`src/rtl/counter_if.sv`:
```
// Handshake bundle between the PWM period timebase and its consumers.
// The master side programs the terminal count and enable; the slave side reports count and wrap pulse.
`timescale 1ns/1ps

interface counter_if #(
    parameter int unsigned WIDTH = 16
);
    logic             Enable;
    logic [WIDTH-1:0] MaxCount;
    logic             Done;
    logic [WIDTH-1:0] Count;

    modport master (
        output Enable,
        output MaxCount,
        input  Done,
        input  Count
    );

    modport slave (
        input  Enable,
        input  MaxCount,
        output Done,
        output Count
    );
endinterface : counter_if

```
`src/rtl/counter.sv`:
```
// Free-running modulo counter: counts 0..MaxCount while enabled, then wraps with a one-cycle Done pulse.
// Both outputs come straight from flops, so downstream compare logic sees no input-to-output path.
`timescale 1ns/1ps

module counter #(
    parameter int unsigned WIDTH = 16
) (
    input  logic      MClk,
    input  logic      nReset,
    counter_if.slave  bus
);
    logic [WIDTH-1:0] count_q;
    logic             done_q;
    logic             at_terminal;

    // ">=" rather than "==" so a terminal lowered below the running count forces an immediate wrap.
    assign at_terminal = (count_q >= bus.MaxCount);

    // NOTE: state registers use non-blocking assignments so every flop samples pre-edge values.
    always_ff @(posedge MClk or negedge nReset) begin
        if (!nReset) begin
            count_q <= '0;
            done_q  <= 1'b0;
        end else if (!bus.Enable) begin
            count_q <= '0;
            done_q  <= 1'b0;
        end else if (at_terminal) begin
            count_q <= '0;
            done_q  <= 1'b1;
        end else begin
            count_q <= count_q + 1'b1;
            done_q  <= 1'b0;
        end
    end

    assign bus.Count = count_q;
    assign bus.Done  = done_q;
endmodule : counter

```
`src/flat_wrapper.sv`:
```
// flat-port wrapper written by rule: the top's interface ports become plain ports
module counter_flat 
#(
    parameter int unsigned WIDTH = 16
)
  (MClk, nReset, bus_Enable, bus_MaxCount, bus_Done, bus_Count);
  counter_if #(.WIDTH(WIDTH)) bus_i ();
  input  logic MClk;
  input  logic nReset;
  input wire logic [$bits(bus_i.Enable)-1:0] bus_Enable;
  input wire logic [$bits(bus_i.MaxCount)-1:0] bus_MaxCount;
  output wire logic [$bits(bus_i.Done)-1:0] bus_Done;
  output wire logic [$bits(bus_i.Count)-1:0] bus_Count;
  assign bus_i.Enable = bus_Enable;
  assign bus_i.MaxCount = bus_MaxCount;
  assign bus_Done = bus_i.Done;
  assign bus_Count = bus_i.Count;
  counter #(.WIDTH(WIDTH)) u_core (.MClk(MClk), .nReset(nReset), .bus(bus_i));
endmodule
```
`config.mk`:
```
export PLATFORM = sky130hd
export DESIGN_NAME = counter_flat
export DESIGN_NICKNAME = d
export VERILOG_FILES = /design/src/rtl/counter_if.sv /design/src/rtl/counter.sv /design/src/flat_wrapper.sv
export SDC_FILE = /design/constraint.sdc
export NUM_CORES = 1
export LEC_CHECK = 0
export BUFFER_PORTS_ARGS = -buffer_cell sky130_fd_sc_hd__buf_2
export CAP_MARGIN = 30
export CORE_MARGIN = 10
export CORE_UTILIZATION = 50
export CTS_CLUSTER_DIAMETER = 120
export CTS_CLUSTER_SIZE = 25
export DETAILED_ROUTE_END_ITERATION = 6
export GPL_TIMING_DRIVEN = 0
export PLACE_DENSITY = 0.79
export SYNTH_ARGS = -nofsm -noshare
export SYNTH_HDL_FRONTEND = slang
export SYNTH_SLANG_ARGS = --single-unit
```
`constraint.sdc`:
```
create_clock -name MClk -period 2.3 [get_ports MClk]
set_clock_uncertainty 0.15 [all_clocks]
set_input_delay 0 -clock MClk [delete_from_list [all_inputs] [get_ports MClk]]
set_output_delay 0 -clock MClk [all_outputs]
set_load 0.1 [all_outputs]
```
== Yosys cells after proc, flatten, opt, wreduce, memory -nomap -nowiden ==
Index checks and enable logic that the tools add are counted.
Widths: inputs -> output; s select.

* Register bits: 17
* Input port bits: 19
* Output and inout port bits: 17
* Word-level logic and storage cells: 8

* $add $sub $neg: 1
* $lt $le $gt $ge: 1
* Mux-type cells: 4

{| class="wikitable"
|+ Operator list
! cell !! count
|-
| $mux 16 || 2
|-
| $add 16x1->16 const B || 1
|-
| $ge 16x16->1 || 1
|-
| $mux 1 || 2
|}

== Depth between registers and ports, before layout ==
* Word-level depth: 3
* Gate-level depth with buffers: 8
* Depth with buffers taken out: 7

== Worst setup path after synthesis ==
Ideal clock, no wire load.

* Path kind: flip-flop to flip-flop
* From: register u_core.count_q[0], in the netlist u_core.bus.Count[0]
* To: register u_core.count_q[7], in the netlist u_core.bus.Count[7]
* Setup time: 74 ps
* Data arrival time: 2490 ps
* Data required time: 2076 ps
* Setup slack: -414 ps
* Stages on the path, launching flop included: 9
* Path buffers: 1
* Period minus slack after synthesis: 2714 ps
* Path through: dfrtp_1 > inv_1 > ha_1 > nand2b_4 > a2111o_1 > a31oi_1 > nand3_2 > buf_6 > nor2_1

* Longest elaborated chain between the ends: 3
* Elaborated cells between the ends (all ways): 4
* Those cells by class: add/sub: 1; order compare: 1; mux: 2

{| class="wikitable"
|+ Ends and longest elaborated chain
! item !! line !! RTL
|-
| from (decl) || counter.sv:12 || <nowiki>logic [WIDTH-1:0] count_q;</nowiki>
|-
| from (signal assigned) || counter.sv:31 || <nowiki>count_q <= count_q + 1'b1;</nowiki>
|-
| $add 16x1->16 / $ge 16x16->1 (equally long branches) || counter.sv:31, counter.sv:17 ||
|-
| $mux 16 * || counter.sv:27 || <nowiki>end else if (at_terminal) begin</nowiki>
|-
| $mux 16 * || counter.sv:24 || <nowiki>end else if (!bus.Enable) begin</nowiki>
|}

Every way passes the cells marked *; elsewhere a longest branch is shown, timed or not.

== Worst setup path after layout ==
* From: register u_core.count_q[0], in the netlist u_core.bus.Count[0]
* To: register u_core.count_q[5], in the netlist u_core.bus.Count[5]

Same word-level chain as after synthesis.

==> run summary <==
The clock period minus worst slack is 2.22 ns, and the detailed-route via count is 1,065. Dividing the detail-routed via count by the number of cells gives 5.12. For the number of nets in the finished design, the log shows 217. The number of cells after detailed placement is 194. The biggest area contributor in the post-synthesis netlist is dfrtp_1. The vertical die dimension works out to 68.7 microns. Summing internal, switching and leakage power gives 598 uW. For the number of top-level pins, the log shows 36.

STA classifies the critical path endpoint as a register. Routability-driven placement finished with a final weighted congestion of 0.814. The tools report the critical path data required time as 2.36 ns. The tools report the core occupancy in the finished layout as 0.688.

A synthesized cell averages 9.05 sq um. The proportion of synthesized area in mux cells is 0. The maximum vdd drop was 0.000403 V; the post-detailed-route wirelength per cell was 15.1 microns. The via count of the first global-routing pass is 1,137, and the maximum fanout along the worst path is 5. The initial core utilization came out at 0.531. At the later pin of the worst-skew pair, clock insertion delay measures 0.28 ns. The worst register-to-register path has a depth of 8.

During placement, the flow inserted port buffers numbering 35. By area the synthesized netlist is led by dfrtp_1, ha_1, nor2_1, xor2_1, inv_1. The run gives 0 as the number of endpoints with negative hold slack in the final report.

The logs give 0 for the synthesis warning total and 0 for the number of setup violations in the final report. For the total leakage power, the log shows 0.837 nW. Entering global routing, the biggest net connects 18 pins. The number of antenna diodes in the final layout is 0.

The x dimension of the die is 68.7 microns, and the area of the die is 4720 sq um. The run gives 1 as the total number of H-tree levels. The synthesized-area fraction occupied by ao, oa, aoi and oai cells was 0.0897; the area share of fa/ha/maj cells after synthesis was 0.179. Across the run, the number of max-cap violations was 0. In this run the power density over the cells is 389 nW/um^2. The xor/xnor cell area share of the yosys netlist was 0.0960. For the relative slew slack, the log shows 0.673. The path class of the tightest hold or removal check is in2async. The final-report max-slew violation count is 0. The run gives 3140 microns as the total length of routed wires.

The largest family of logic cells by synthesized area is simple AND/OR/NAND/NOR gates. The cell area that synthesis handed to floorplanning was 1190 sq um. STA puts the critical path data arrival time at 2.28 ns. Post-synthesis to final-layout area growth: 29.5%. The clock passes through at most 2 buffers. In this run the core area contains 17 standard-cell rows.

After detailed routing, the number of remaining DRC violations is 0. The synthesized netlist net count was 167; the number of distinct library cells after synthesis was 28. The flow ran to the end, and the final reports show no timing, DRC or antenna violations.

The run gives 3 as the total clock buffers created by CTS. In this run the remaining antenna-violating nets after routing total 0. The top achievable clock speed was 0.451 GHz.

The top cell types in the final layout, fill and taps aside, are buf_2, nor2_1, inv_1. Counting flops with a built-in enable in the synthesized netlist gives 0. The count of non-filler cells in the finished layout came out at 208. TritonCTS built the clock tree.

The detailed router finished its first iteration with 30 violations. The setup path with the least slack is of type reg2reg. The share of synthesized flip-flops with an asynchronous set or reset is 1.00. The region available for standard cell placement spans 2230 sq um. The top-area cell type share of the netlist area was 0.359; the basic-gate share of the synthesized area counting and, or, nand and nor cells was 0.207.

The initial antenna violation count was 0. After global routing the overflow that remains totals 0. The fraction of the yosys area taken by sequential cells came out at 0.359. Among all flip-flop cells after synthesis, the most frequent one is dfrtp_1. At the pin with the least slew margin, the transition time is 0.493 ns. The share of cells above drive strength 1 was 0.383; the placed wire-length estimate was 2460 microns. The flip-flop and latch count after synthesis is 17, and the post-synthesis instance total is 131.

The first global-routing pass estimated 5100 microns of wire. The tools report the master cell of the clock root buffer as clkbuf_4. The post-route fraction of the period consumed by the critical path is 0.963, and the all-layer global routing usage is 0.140. The tools report the number of sinks handled by clock tree synthesis as 17. The worst setup path is launched from a register. Leaving out fill and tap cells, the most frequent cell in the layout is buf_2.

The first detailed-routing pass ran for 4 iterations. Clock transition time at the flip-flop clock pins of the worst setup and hold paths: 0.10 ns.
-- through the flow --
step / hold WS, ns / setup TNS [ns] / worst slack (ns) / cell area [sq um]
floorplan: -0.446 / 0 / 0.00369 / 1210
global placement: -0.208 / 0 / 0.0737 / 1420
detailed placement: -0.198 / 0 / 0.00782 / 1420
CTS: 0.0206 / 0 / 0.0317 / 1480
global route: 0.0444 / -0.0562 / -0.0381 / 1540
finish: 0.00778 / 0 / 0.0843 / 1540
-- registers in the layout, indices dropped and copies added (netlist names) --
name / cells
u_core.bus.Done: 1
u_core.bus.Count: 16
-- Yosys cell counts, types with 2 or more instances --
library cell and count:
a211oi_1 2, a21oi_1 4, and3_1 2, dfrtp_1 17
ha_1 17, inv_1 19, nand2_1 7, nand3_1 7
nand4_1 5, nor2_1 21, o21ai_0 2, xnor2_1 4
xor2_1 9
-- cells by family after synthesis --
kind of cell / count (synthesis)
compound gates: 15
simple gates: 49
flops: 17
xor+xnor: 13
fa+ha+maj: 17
buf+inv: 20
-- where the power goes --
group	leakage [nW]	switching, mW	internal [mW]
logic	0.614	0.0786	0.0457
clock network	0.0150	0.0932	0.0673
registers	0.208	0.00829	0.304
total	0.837	0.180	0.417
-- routing by layer --
layer | GRT usage | part of all wire
met1 | 0.160 | 0.42
met2 | 0.252 | 0.53
met3 | 0.0403 | 0.049
met4 | 0.0296 | 0.0051
met5 | 0 | 0
-- what timing repair did --
item | in CTS | in global routing
hold endpoints to repair | 19 | 0
setup endpoints to repair | 9 | 14
resized for setup | 0 | 1
hold buffers | 2 | 0
pin swaps | 1 | 2
buffers inserted | 1 | 7
-- critical path, cell delays in order (launching register included) --
cell	delay [ns]
dfrtp_4	0.52
inv_1	0.07
ha_1	0.23
nand2b_4	0.13
a2111o_1	0.44
a31oi_2	0.17
nand3_2	0.13
buf_4	0.19
nor2_1	0.12
-- area by class of cell --
class / instances / area (sq um)
Multi-Input combinational cell: 94 / 684
Clock buffer: 4 / 26.3
Buffer: 1 / 11.3
Fill cell: 191 / 697
Sequential cell: 17 / 453
Tap cell: 28 / 35.0
Timing Repair Buffer: 45 / 255
Inverter: 19 / 71.3
-- worst paths after layout --
path	start	endpoint	slack (ns)
worst max-delay path	u_core.bus.Count[0]	u_core.bus.Count[5]	0.08
worst min register to register	u_core.bus.Count[0]	u_core.bus.Count[0]	0.39
min in group MClk	bus_MaxCount[15]	u_core.bus.Count[15]	0.16
worst max register to register	u_core.bus.Count[0]	u_core.bus.Count[5]	0.08
max in group asynchronous	nReset	u_core.bus.Count[6]	1.68
worst min-delay path	nReset	u_core.bus.Count[0]	0.008
(Power assumes the default switching activity.)
